[src/rtl/dpram_port_arbiter.sv]
// Round-robin arbiter sharing one valid/ready RAM port among NUM_REQ requesters.
// One command in flight at a time; write acks and read data return to the granted requester.
module dpram_port_arbiter #(
  parameter int NUM_REQ = 4,
  parameter int ADDR_W  = 8,
  parameter int DATA_W  = 8,
  parameter int ID_W    = 2
) (
  input  logic                        clk,
  input  logic                        rst,
  input  logic [NUM_REQ-1:0]          req_valid,
  output logic [NUM_REQ-1:0]          req_ready,
  input  logic [NUM_REQ-1:0]          req_we,
  input  logic [NUM_REQ*ADDR_W-1:0]   req_addr,
  input  logic [NUM_REQ*DATA_W-1:0]   req_wdata,
  output logic [NUM_REQ-1:0]          resp_valid,
  output logic [DATA_W-1:0]           resp_rdata,
  output logic                        ram_valid,
  input  logic                        ram_ready,
  output logic                        ram_we,
  output logic [ADDR_W-1:0]           ram_addr,
  output logic [DATA_W-1:0]           ram_data,
  input  logic [DATA_W-1:0]           ram_q,
  output logic [ID_W-1:0]             grant_id,
  output logic                        busy
);

  typedef enum logic [1:0] {IDLE, ISSUE, RESP} state_e;

  state_e              state_q, state_d;
  logic [ID_W-1:0]     last_grant_q, last_grant_d;
  logic [ID_W-1:0]     grant_id_q, grant_id_d;
  logic                ram_we_q, ram_we_d;
  logic [ADDR_W-1:0]   ram_addr_q, ram_addr_d;
  logic [DATA_W-1:0]   ram_data_q, ram_data_d;
  logic [NUM_REQ-1:0]  resp_valid_q, resp_valid_d;
  logic [DATA_W-1:0]   resp_rdata_q, resp_rdata_d;
  logic [ID_W-1:0]     winner;
  logic                found;

  // Scan from the requester after the last grant, wrapping; first valid wins.
  always_comb begin
    winner = '0;
    found  = 1'b0;
    for (int k = 1; k <= NUM_REQ; k++) begin
      if (!found && req_valid[(int'(last_grant_q) + k) % NUM_REQ]) begin
        found  = 1'b1;
        winner = ID_W'((int'(last_grant_q) + k) % NUM_REQ);
      end
    end
  end

  always_comb begin
    req_ready = '0;
    if (state_q == IDLE && found) req_ready[winner] = 1'b1;
  end

  always_comb begin
    state_d      = state_q;
    last_grant_d = last_grant_q;
    grant_id_d   = grant_id_q;
    ram_we_d     = ram_we_q;
    ram_addr_d   = ram_addr_q;
    ram_data_d   = ram_data_q;
    resp_valid_d = '0;
    resp_rdata_d = resp_rdata_q;
    case (state_q)
      IDLE: begin
        if (found) begin
          ram_we_d     = req_we[winner];
          ram_addr_d   = req_addr[int'(winner)*ADDR_W +: ADDR_W];
          ram_data_d   = req_wdata[int'(winner)*DATA_W +: DATA_W];
          grant_id_d   = winner;
          last_grant_d = winner;
          state_d      = ISSUE;
        end
      end
      ISSUE: begin
        if (ram_ready) begin
          if (ram_we_q) begin
            resp_valid_d[grant_id_q] = 1'b1;
            state_d = IDLE;
          end else begin
            state_d = RESP;
          end
        end
      end
      RESP: begin
        // ram_q is valid this cycle, one cycle after the read handshake.
        resp_rdata_d             = ram_q;
        resp_valid_d[grant_id_q] = 1'b1;
        state_d                  = IDLE;
      end
      default: state_d = IDLE;
    endcase
  end

  always_ff @(posedge clk) begin
    if (rst) begin
      state_q      <= IDLE;
      last_grant_q <= ID_W'(NUM_REQ - 1);
      grant_id_q   <= '0;
      ram_we_q     <= 1'b0;
      ram_addr_q   <= '0;
      ram_data_q   <= '0;
      resp_valid_q <= '0;
      resp_rdata_q <= '0;
    end else begin
      state_q      <= state_d;
      last_grant_q <= last_grant_d;
      grant_id_q   <= grant_id_d;
      ram_we_q     <= ram_we_d;
      ram_addr_q   <= ram_addr_d;
      ram_data_q   <= ram_data_d;
      resp_valid_q <= resp_valid_d;
      resp_rdata_q <= resp_rdata_d;
    end
  end

  assign ram_valid  = (state_q == ISSUE);
  assign ram_we     = ram_we_q;
  assign ram_addr   = ram_addr_q;
  assign ram_data   = ram_data_q;
  assign resp_valid = resp_valid_q;
  assign resp_rdata = resp_rdata_q;
  assign grant_id   = grant_id_q;
  assign busy       = (state_q != IDLE);

endmodule

[config.mk]
export PLATFORM = sky130hd
export DESIGN_NAME = dpram_port_arbiter
export DESIGN_NICKNAME = d
export VERILOG_FILES = /design/src/rtl/dpram_port_arbiter.sv
export SDC_FILE = /design/constraint.sdc
export NUM_CORES = 1
export LEC_CHECK = 0
export CAP_MARGIN = 20
export CORE_UTILIZATION = 39
export CTS_BUF_LIST = sky130_fd_sc_hd__clkbuf_4
export CTS_CLUSTER_SIZE = 14
export DETAILED_ROUTE_END_ITERATION = 10
export PLACE_DENSITY_LB_ADDON = 0.08
export SYNTH_ARGS = -nofsm -noshare
export SYNTH_HDL_FRONTEND = slang
export SYNTH_SLANG_ARGS = --single-unit
[constraint.sdc]
create_clock -name clk -period 2.2 [get_ports clk]
set_clock_uncertainty 0.15 [all_clocks]
set_input_delay 0.44 -clock clk [delete_from_list [all_inputs] [get_ports clk]]
set_output_delay 0.44 -clock clk [all_outputs]
set_load 0.005 [all_outputs]
== After elaboration in Yosys (flattened, before gate mapping) ==
Cells that the tools add are included.

* Order comparisons: 8
* Reductions and logical operators: 17
* Mux-type cells: 34
* Bitwise logic cells: 4
* Equality and inequality tests: 4
* Add/subtract/negate cells: 4
* Shifts and indexed selects: 2

{| class="wikitable"
|+ Operator list
! cell !! count
|-
| $shiftx 32x6->8 || 2
|-
| $lt 3x4->1 const B || 4
|-
| $mux 1 || 15
|-
| $mux 2 || 7
|-
| $mux 4 || 3
|-
| $bmux 1 s2 || 5
|-
| $pmux 4 s2 || 1
|-
| $reduce_or 2->1 || 4
|-
| $logic_and 1x1->1 || 6
|-
| $lt 2x3->1 const B || 2
|-
| $add 2x1->2 const B || 2
|-
| $add 2x2->2 const B || 2
|-
| $and 1x1->1 const A || 4
|-
| $demux 1 s2 || 2
|-
| $ge 2x1->1 const B || 2
|-
| $pmux 2 s2 || 1
|-
| $reduce_and 2->1 || 2
|-
| $logic_not 1->1 || 3
|-
| $eq 2x1->1 const B || 1
|-
| $eq 2x2->1 const B || 1
|-
| $logic_not 2->1 || 1
|-
| $ne 2x1->1 const B || 1
|-
| $ne 2x2->1 const B || 1
|-
| $reduce_bool 2->1 || 1
|}

* Bits in registers: 35
* Input port bits: 83

== Longest topological paths before layout ==
* Depth in word-level cells: 21
* Depth in mapped cells: 8
* Gate-level depth less buffers: 7

== Worst setup path before layout ==
Ideal clock, no wire load.

* Path kind: flip-flop to output port
* Start point: reg last_grant_q[1]
* End point: out req_ready[0]
* Setup slack: 118 ps
* Arrival: 1492 ps
* Cell stages (with the launch flop): 7
* Buffers on the path: 2
* Cell sequence: dfxtp_1 > buf_6 > mux2_4 > a32oi_2 > clkbuf_2 > o21ai_0 > nor3_1

* Word-level cells in the longest chain between the ends: 19
* Elaborated cells on any way between the ends: 37

{| class="wikitable"
|+ RTL lines
! item !! line !! RTL
|-
| start, declared || 31 || <nowiki>logic [ID_W-1:0] last_grant_q, last_grant_d;</nowiki>
|-
| start signal, assigned || 101 || <nowiki>last_grant_q <= ID_W'(NUM_REQ - 1);</nowiki>
|-
| start signal, assigned || 110 || <nowiki>last_grant_q <= last_grant_d;</nowiki>
|-
| $add 2x1->2 || 46, 48 ||
|-
| $bmux 1 s2 || 46 || <nowiki>if (!found && req_valid[(int'(last_grant_q) + k) % NUM_REQ]) begin</nowiki>
|-
| $mux 1 (implied by the code) (2 in a row) || 46 ||
|-
| $mux 1 || 46 ||
|-
| $logic_not 1->1 || 46 ||
|-
| $logic_and 1x1->1 || 46 ||
|-
| $mux 1 || 46 ||
|-
| $logic_not 1->1 || 46 ||
|-
| (+2 left out) || -- ||
|-
| $logic_not 1->1 || 46 ||
|-
| $logic_and 1x1->1 || 46 ||
|-
| $mux 2 || 46 ||
|-
| $lt 2x3->1 (implied by the code) or $ge 2x1->1 (tied branches) || 55 || <nowiki>if (state_q == IDLE && found) req_ready[winner] = 1'b1;</nowiki>
|-
| $logic_and 1x1->1 (implied by the code) || 55 ||
|-
| $mux 1 (implied by the code) || 55 ||
|-
| $demux 1 s2 || 55 ||
|-
| $mux 4 (*) || 55 ||
|-
| end, declared || 12 || <nowiki>output logic [NUM_REQ-1:0] req_ready,</nowiki>
|}

Every way passes the cells marked *; elsewhere a longest branch is shown, timed or not. The select of a mux whose other input is x is not followed.

== Worst setup path in the final report ==
* Start point: reg last_grant_q[1]
* End point: out req_ready[1]

The elaborated chain is that of the path after synthesis.

==> impl_metrics.env <==
export IMPL_rows=25
export IMPL_synth_area_um2=2042
export IMPL_yosysWarnings=0
export IMPL_rsz0062_at_grt="true"
export IMPL_start_util=0.4185
export IMPL_crit_path_end_kind="output pin"
export IMPL_synthCells=220
export IMPL_finalCritPeriodShare=1.002
export IMPL_num_fill_cells=417
export IMPL_ir_worst_vdd_uv=351.5
export IMPL_core_um2=4880
export IMPL_num_antenna_cells=0
export IMPL_swShare=0.2983
export IMPL_path_buf_inv=1
export IMPL_status="finished, violations left"
export IMPL_die_area_um2=5529
export IMPL_clock_path_buffers=2
export IMPL_worstSetupPathType="flop to output pin"
export IMPL_r2r_end="ram_data[6]$_SDFFE_PP0P_"
export IMPL_antenna_found_initial=0
export IMPL_slowest_delay_ps=360
export IMPL_syn2layout_area_growth_pct=76.10
export IMPL_synth_compound_area_frac=0.3211
export IMPL_hp_class="flop to flop"
export IMPL_die_h_um=74.36
export IMPL_violations="setup timing"
export IMPL_vias_per_cell=5.212
export IMPL_layout_setup_ws_ps=-3.944
export IMPL_synth_top_family_by_area="compound AO/OA/AOI/OAI gates"
export IMPL_required_ps=1610
export IMPL_worst_setup_path_start_kind="flop"
export IMPL_insertion_delay_ps=340
export IMPL_crit_path_max_fanout=5
export IMPL_p_int_mw=1.676
export IMPL_p_switching_uw=712.2
export IMPL_fp_dieW_um=74.36
export IMPL_postCtsHoldBufs=0
export IMPL_holdWs_ps=359.6
export IMPL_ant_nets=0
export IMPL_fin_crit_ps=2204
export IMPL_layout_nets=443
export IMPL_timing_setup_tns_ps=-3.944
export IMPL_timing_rr_start="last_grant_q[1]$_SDFFE_PP1P_"
export IMPL_htreeDepth=2
export IMPL_fmax_mhz=453.7
export IMPL_crit_family="flip-flops"
export IMPL_drt_iter0_markers=59
export IMPL_holdPathEnd="resp_rdata[2]$_SDFFE_PP0N_"
export IMPL_critPathArrivalTime_ps=1610
export IMPL_synth_cell_types=33
export IMPL_ios=120
export IMPL_first_pass_iters=4
export IMPL_dp_hpwl_um=4725
export IMPL_hold_violations=0
export IMPL_synthMuxAreaShare=0.1152
export IMPL_drt_total_wl_um=6447
export IMPL_gp_congestion=0.8119
export IMPL_wl_per_cell_um=15.21
export IMPL_drc=0
export IMPL_hold_start="resp_rdata[2]$_SDFFE_PP0N_"
export IMPL_syn_area_per_cell_um2=9.282
export IMPL_worst_pin_slew_ps=292.3
export IMPL_io_buffers=119
export IMPL_yosys_area_share_adder=0.02451
export IMPL_mostFrequentLayoutCell="clkdlybuf4s50_1"
export IMPL_reg2reg_depth=7
export IMPL_grt_max_degree=23
export IMPL_seq_area_frac_synth=0.3431
export IMPL_total_power_mw=2.388
export IMPL_p_comb_frac=0.421
export IMPL_mostFrequentLayoutCells="clkdlybuf4s50_1 (110), dfxtp_1 (32), buf_4 (26)"
export IMPL_synth_seq_cells=35
export IMPL_p_clk_frac=0.252
export IMPL_max_cap_violations=0
export IMPL_drive_above_1_share=0.1793
export IMPL_slew_viol_final=0
export IMPL_crit_path_top_delay_cell="dfxtp_2"
export IMPL_synth_fp_nets=307
export IMPL_slew_headroom=0.8039
export IMPL_cts_root_buffer="clkbuf_4"
export IMPL_crit_chain="mux2_4 > a32oi_2 > o21ai_2 > nor3b_2 > buf_2"
export IMPL_numCtsBuffers=5
export IMPL_first_global_vias=2163
export IMPL_cts_sinks=35
export IMPL_cts_tree="built"
export IMPL_grt_pass1_wl_um=10060
export IMPL_reg2reg_slack_ps=30
export IMPL_p_leak_nw=1.432
export IMPL_post_synth_xor_area_fraction=0
export IMPL_holdPathStages=2
export IMPL_cts_clk_slew_worst_paths_ps=110
export IMPL_p_per_area_nw_per_um2=664.0
export IMPL_vias=2210
export IMPL_setup_viol=1
export IMPL_seq_power_share=0.327
export IMPL_track_usage=0.2403
export IMPL_yosys_area_share_simple=0.1244
export IMPL_grt_remaining_overflow=0
worst max path at each step:
| stage | slack (ps) | startpoint | depth (start not counted) | to |
|---|---|---|---|---|
| floorplan | 120 | last_grant_q[1]$_SDFFE_PP1P_ | 6 | req_ready[0] |
| global placement | -640 | req_valid[1] | 7 | req_ready[0] |
| detailed placement | -690 | req_valid[3] | 7 | req_ready[0] |
| CTS | -9 | last_grant_q[1]$_SDFFE_PP1P_ | 5 | req_ready[1] |
| global route | -80 | last_grant_q[1]$_SDFFE_PP1P_ | 5 | req_ready[0] |
| finish | -4 | last_grant_q[1]$_SDFFE_PP1P_ | 5 | req_ready[1] |
cell usage after synthesis (all sizes together):
master	number	share of area
nor3	3	0.0074
and3	2	0.0061
ha	4	0.025
clkbuf	12	0.023
nand3b	8	0.029
mux2	1	0.0074
nand2b	1	0.0031
mux2i	22	0.11
a21boi	20	0.074
o221ai	7	0.030
or3b	1	0.0043
nor2	17	0.031
nor2b	2	0.0061
or3	2	0.0061
a31oi	3	0.0092
o21bai	11	0.040
and2	1	0.0031
buf	7	0.034
a211oi	30	0.13
a22oi	1	0.0037
nand2	7	0.013
dfxtp	35	0.34
inv	8	0.015
a32oi	1	0.0080
o31a	1	0.0043
nor3b	4	0.015
a21oi	4	0.0098
a21o	2	0.0074
o21ai	3	0.0074
power groups by stage:
stage          Sequential, mW  Clock [mW]  Combinational (mW)
6_report                0.781       0.602                1.00
5_1_grt                 0.795       0.632                1.08
4_1_cts                 0.781       0.605               0.996
3_5_place_dp            0.795           0               0.950
3_3_place_gp            0.792           0               0.938
2_1_floorplan           0.793           0               0.452
sequential cells by signal, summed over array words and instances (netlist names):
register	cells
ram_data	8
ram_we	1
ram_addr	8
last_grant_q	2
state_q	2
resp_valid	4
resp_rdata	8
grant_id	2
repair_timing:
item                       4_1_cts  5_1_grt
setup buffers                    6        0
setup endpoints to repair       22       20
cloned                           1        0
pin swaps                        7        2
resized for setup               32        3
cell type report:
cell class	count	area [µm²]	share of cell area
Timing Repair Buffer	148	1433	0.3984
Multi-Input combinational cell	158	1240	0.3448
Sequential cell	35	704.4	0.1959
Tap cell	67	83.83	0.02331
Clock inverter	2	60.06	0.01670
Clock buffer	6	45.04	0.01253
Inverter	8	30.03	0.008351
cell families after synthesis:
kind of cell             count (synthesis)
AO/OA/AOI/OAI                           83
AND/OR/NAND/NOR                         48
buffers and inverters                   27
adder cells (fa/ha/maj)                  4
multiplexers                            23
flip-flops                              35
per-stage QoR:
stage | cell area (µm²) | setup WS [ps] | instances | util
after floorplan | 2042 | 118.1 | 220 | -
after global placement | 3410 | -637.1 | 411 | 0.6987
after detailed placement | 3410 | -692.0 | 411 | 0.6987
after CTS | 3582 | -9.344 | 424 | 0.7341
after global routing | 3596 | -83.15 | 424 | 0.7369
final | 3596 | -3.944 | 424 | 0.7369
worst reg2reg max path: stages, from the launching register on:
cell       delay, ps
dfxtp_2          360
mux2_4           300
a32oi_2          200
buf_4            280
and2_4           210
bufbuf_16        280
a211oi_1          80
a211oi_1         230
layer usage:
metal | vias up | track usage | share of wire
met1 | 1032 | 0.2775 | 0.43
met2 | 71 | 0.4284 | 0.50
met4 | 0 | 0.07547 | 0.017
met3 | 10 | 0.06640 | 0.060
met5 | - | 0 | 0
li1 | 1097 | - | -
(Power assumes the default switching activity.)
==> RTL edit 1, RTL diff (config.mk and constraints unchanged) <==
Encoding of `state_e`: now one-hot (3 bits for 3 states).
--- a/src/rtl/dpram_port_arbiter.sv
+++ b/src/rtl/dpram_port_arbiter.sv
@@ -25,7 +25,7 @@
   output logic                        busy
 );
 
-  typedef enum logic [1:0] {IDLE, ISSUE, RESP} state_e;
+  typedef enum logic [2:0] {IDLE = 3'b001, ISSUE = 3'b010, RESP = 3'b100} state_e;
 
   state_e              state_q, state_d;
   logic [ID_W-1:0]     last_grant_q, last_grant_d;
Formal check against the unedited RTL: no difference found for any inputs over 4 cycles, from zero or initial values and one cycle with rst high; so few cycles prove little.
==> RTL edit 1 against the unedited design <==
  * The run ends with design-rule violations left
  * Highest routed layer unchanged
  * Area after synthesis is 8.0% lower
  * Worst setup slack better by 0.0051 ns
  * Routed wire length is 4.2% lower
  * Sequential cell count is 1 higher
  * Power is 10% lower
  * Global-route usage is 0.55 points higher
  * Final area is 2.0% lower
  * Sequential share of layout area is 1.2 points higher
  * Critical endpoint unchanged
  * Largest cell class unchanged
  * Register-to-register slack better by 0.07 ns
==> RTL edit 1: results (changes against the unedited design) <==
outcome -> complete, but fails checks
failing checks -> design-rule violations
post-DP HPWL -> 4510 um (-4.5%)
clk_lat worst skew -> 0.34 ns (about the same)
Placer Congestion -> 0.740 (-8.9%)
# DRC -> 6 (+6)
Slew HR -> 73.0% (-7.4 points)
Avg WL per Cell -> 15.4 um (+1.0%)
Net Sw Power -> 662 uW (-7.0%)
min-delay src -> ram_addr[2]
Worst-path clk slew -> 0.11 ns (about the same)
largest net degree at the start of global routing -> 16 (-30%)
Hold Fails Final Rpt -> 0 (unchanged)
Antenna diodes -> 0 (unchanged)
first-pass GRT wire length -> 9720 um (-3.4%)
placed cells -> 385 (-6.3%)
Arr. time, crit path -> 1.61 ns (about the same)
syn nets -> 277 (-9.8%)
worst-case clock buffer depth -> 2 (unchanged)
antenna violations before repair -> 0 (unchanged)
Iteration-0 DRC Markers -> 69 (+17%)
Port Buffer Count -> 119 (unchanged)
H-tree depth -> 2 (unchanged)
TritonRoute pass-1 iters -> 7 (+3)
Finished Layout Cells -> 402 (-5.2%)
Seq/Total Area, Yosys -> 38.4% (+4.1 points)
CP max stage delay -> 0.42 ns (+0.06 ns)
Largest delay share family, worst path -> flip-flops
total track usage -> 24.6% (+0.55 points)
worst vdd ir -> 347 uV (-1.3%)
crit path launch -> last_grant_q[1]
most common library cells after synthesis -> dfxtp_1, mux2i_1, nor2_1, inv_1
share of cells above drive strength 1 -> 24.9% (+6.9 points)
Crit Path Max Fanout -> 7 (+2)
Netlist cell types -> 39 (+18%)
leak pwr -> 1.44 nW (+0.74%)
number of nets in the layout -> 432 (-2.5%)
via count -> 2078 (-6.0%)
fin crit period -> 2.20 ns (-0.00506 ns)
TritonCTS Buffers -> 5 (unchanged)
top post-synthesis cells by area -> dfxtp_1, mux2i_1, o221ai_2
Min-Delay Path Class -> flop to flop
Root Driver -> clkbuf_4
CP max-delay cell -> dfxtp_4
asr flop ratio synth -> 0% (unchanged)
Mean Syn Cell Area -> 9.68 um2 (+4.3%)
## RTL edit 1: worst register-to-register path: cells and delay by family, from the launching register on
kind | cells | cell delay, ns
muxes | 1 | 0.38
buffers and inverters | 2 | 0.41
and+or+nand+nor | 1 | 0.15
DFF | 1 | 0.42
AOI/OAI and AO/OA | 3 | 0.49
## RTL edit 1: worst paths after layout
path	to	slack, ns	depth (start not counted)
worst max register to register	ram_addr[6]	0.10	7
worst max-delay path	req_ready[1]	0.001	6
worst min register to register	ram_addr[2]	0.32	2
worst min-delay path	ram_addr[2]	0.32	2
## RTL edit 1: logic make-up (layout without fill, tap and decap cells)
| kind of cell | after synthesis | in the layout | share of synthesized area (%) |
|---|---|---|---|
| compound gates | 42 | 42 | 21.1 |
| simple gates | 60 | 60 | 17.2 |
| flops | 36 | 36 | 38.4 |
| buf+inv | 23 | 179 | 5.66 |
| mux | 33 | 33 | 17.7 |
## RTL edit 1: final cells by class
type / count / area (um2)
fillers: 328 / 981
flip-flops and latches: 36 / 733
clock buffers: 7 / 52.6
repair buffers: 159 / 1480
multi-input cells: 135 / 1140
well taps: 52 / 65.1
inverters: 12 / 45.0
clock inverters: 1 / 8.76
## RTL edit 1: power groups by stage
stage | logic, mW | clock network [mW] | registers [mW]
floorplan | 0.362 | 0 | 0.811
global placement | 0.847 | 0 | 0.816
detailed placement | 0.857 | 0 | 0.818
CTS | 0.907 | 0.387 | 0.807
global route | 1.02 | 0.412 | 0.825
finish | 0.956 | 0.374 | 0.812
## RTL edit 1: per-stage QoR
| step | utilization, % | instance area, um2 | total power [mW] | setup slack (ns) |
|---|---|---|---|---|
| 6_report | 78.2 | 3520 | 2.14 | 0.00112 |
| 3_5_place_dp | 73.8 | 3320 | 1.68 | -0.714 |
| 5_1_grt | 78.2 | 3520 | 2.26 | -0.0459 |
| 2_1_floorplan | - | 1880 | 1.17 | 0.116 |
| 4_1_cts | 76.2 | 3430 | 2.10 | -0.00984 |
| 3_3_place_gp | 73.8 | 3320 | 1.66 | -0.682 |
## RTL edit 1: metal layers
metal | GRT usage [%] | vias up | wire length (um)
met4 | 9.33 | 0 | 70
met5 | 0 | - | 0
met3 | 7.45 | 7 | 451
met2 | 43.4 | 80 | 3200
li1 | - | 1029 | -
met1 | 27.8 | 962 | 2450
## RTL edit 1: timing repair
item / in CTS / in global routing
buffers inserted: 4 / 5
pin swaps: 4 / 3
resized for setup: 44 / 17
endpoints found under the setup margin: 21 / 11
==> RTL edit 2, RTL diff (config.mk and constraints unchanged) <==
Made on the original files. Set the parameter `NUM_REQ` to 6 (it was 4).
--- a/src/rtl/dpram_port_arbiter.sv
+++ b/src/rtl/dpram_port_arbiter.sv
@@ -1,7 +1,7 @@
 // Round-robin arbiter sharing one valid/ready RAM port among NUM_REQ requesters.
 // One command in flight at a time; write acks and read data return to the granted requester.
 module dpram_port_arbiter #(
-  parameter int NUM_REQ = 4,
+  parameter int NUM_REQ = 6,
   parameter int ADDR_W  = 8,
   parameter int DATA_W  = 8,
   parameter int ID_W    = 2
Interface: changed (6 resized); port bits go from 120 to 160. The function was not compared with the original's and may differ.
==> RTL edit 2 against the unedited design <==
  * The run still ends with negative setup slack left
  * Area after synthesis increased by 24%
  * Worst setup slack worse by 1.1 ns
  * Hold slack lost 0.023 ns
  * Register-to-register slack worse by 0.88 ns
  * Fmax shrank 34%
  * Non-clock buffer count grew 36
  * Sequential cell count fell by 1
  * Utilization is 2.8 points higher
  * Synthesized cell count up 27%
  * Routed wire length is 35% higher
  * Final area rose by 30%
  * Critical endpoint is now req_ready[0]
Power is not compared: it rests on default switching activity, and its combinational part moved more than twofold at a synthesized area within 25%.
==> RTL edit 2: results (changes against the unedited design) <==
outcome -> complete, but fails checks
failing checks -> negative setup slack
CP max stage delay -> 0.49 ns (+0.13 ns)
drt total wl -> 8710 um (+35%)
Port Buffer Count -> 121 (+1.7%)
DP Area -> 4100 um2 (+20%)
start of the worst register-to-register path -> last_grant_q[0]
post-DP HPWL -> 5880 um (+24%)
share of cells above drive strength 1 -> 32.5% (+15 points)
total track usage -> 25.1% (+1.0 points)
final-report setup violation count -> 26 (+25)
via count -> 2806 (+27%)
Placer Congestion -> 0.845 (+4.1%)
post-synthesis adder-cell area fraction -> 3.47% (+1.0 points)
post-synthesis compound-gate area fraction -> 26.4% (-5.7 points)
Critical R2R Capture -> ram_we
Netlist cell types -> 57 (+73%)
min-delay src -> ram_addr[2]
R2R setup slack -> -0.85 ns (-0.88 ns)
number of nets in the layout -> 577 (+30%)
setup ws final -> -1.12 ns (-1.11 ns)
Largest delay share family, worst path -> buffers and inverters
Crit Path Max Fanout -> 4 (-1)
first-pass GRT wire length -> 12800 um (+27%)
worst hold slack -> 0.337 ns (-0.0227 ns)
vias in the first global route -> 2680 (+24%)
largest net degree at the start of global routing -> 19 (-17%)
Reg2Reg Depth -> 14 (+7)
CP max-delay cell -> clkdlybuf4s50_1
## RTL edit 2: how the worst max path moves through the flow
stage / from / endpoint / slack [ns] / depth (start not counted)
global placement: req_valid[3] / req_ready[0] / -1.36 / 11
global route: last_grant_q[0] / req_ready[0] / -1.21 / 11
finish: req_valid[1] / req_ready[0] / -1.12 / 11
floorplan: last_grant_q[0] / req_ready[2] / -0.69 / 11
detailed placement: req_valid[2] / req_ready[3] / -1.40 / 8
CTS: last_grant_q[0] / req_ready[0] / -1.09 / 11
## RTL edit 2: layout make-up
cell class	instances	area, um2
clock buffers	6	45.0
inverters	10	50.0
clock inverters	2	8.76
multi-input cells	216	1940
fillers	451	1430
repair buffers	184	1830
flip-flops and latches	34	688
well taps	75	93.8
## RTL edit 2: timing repair
action                     4_1_cts  5_1_grt
setup endpoints to repair       27       28
setup buffers                   13        5
gates resized for setup         58       40
pin swaps                       12       10
cloned                           3        0
## RTL edit 2: routing by layer
metal	vias to the layer above	wire, um	track usage (%)
li1	1365	-	-
met1	1321	3470	30.4
met2	112	4510	44.2
met3	8	621	3.85
met4	0	116	9.47
met5	-	0	0
## RTL edit 2: power groups by stage
stage	clock network [mW]	registers [mW]	logic (mW)
2_1_floorplan	0	0.884	3.14
3_3_place_gp	0	0.865	4.44
3_5_place_dp	0	0.868	4.52
4_1_cts	0.352	0.861	6.03
5_1_grt	0.385	0.889	6.88
6_report	0.348	0.870	6.45
## RTL edit 2: through the flow
step                std cells  setup slack (ns)  utilization, %  TNS, ns
floorplan                 283            -0.689               -   -11.73
global placement          500             -1.36            67.3   -23.76
detailed placement        500             -1.40            67.3   -24.86
CTS                       524             -1.09            73.9   -20.14
global route              527             -1.21            76.5   -22.06
finish                    527             -1.12            76.5   -19.89
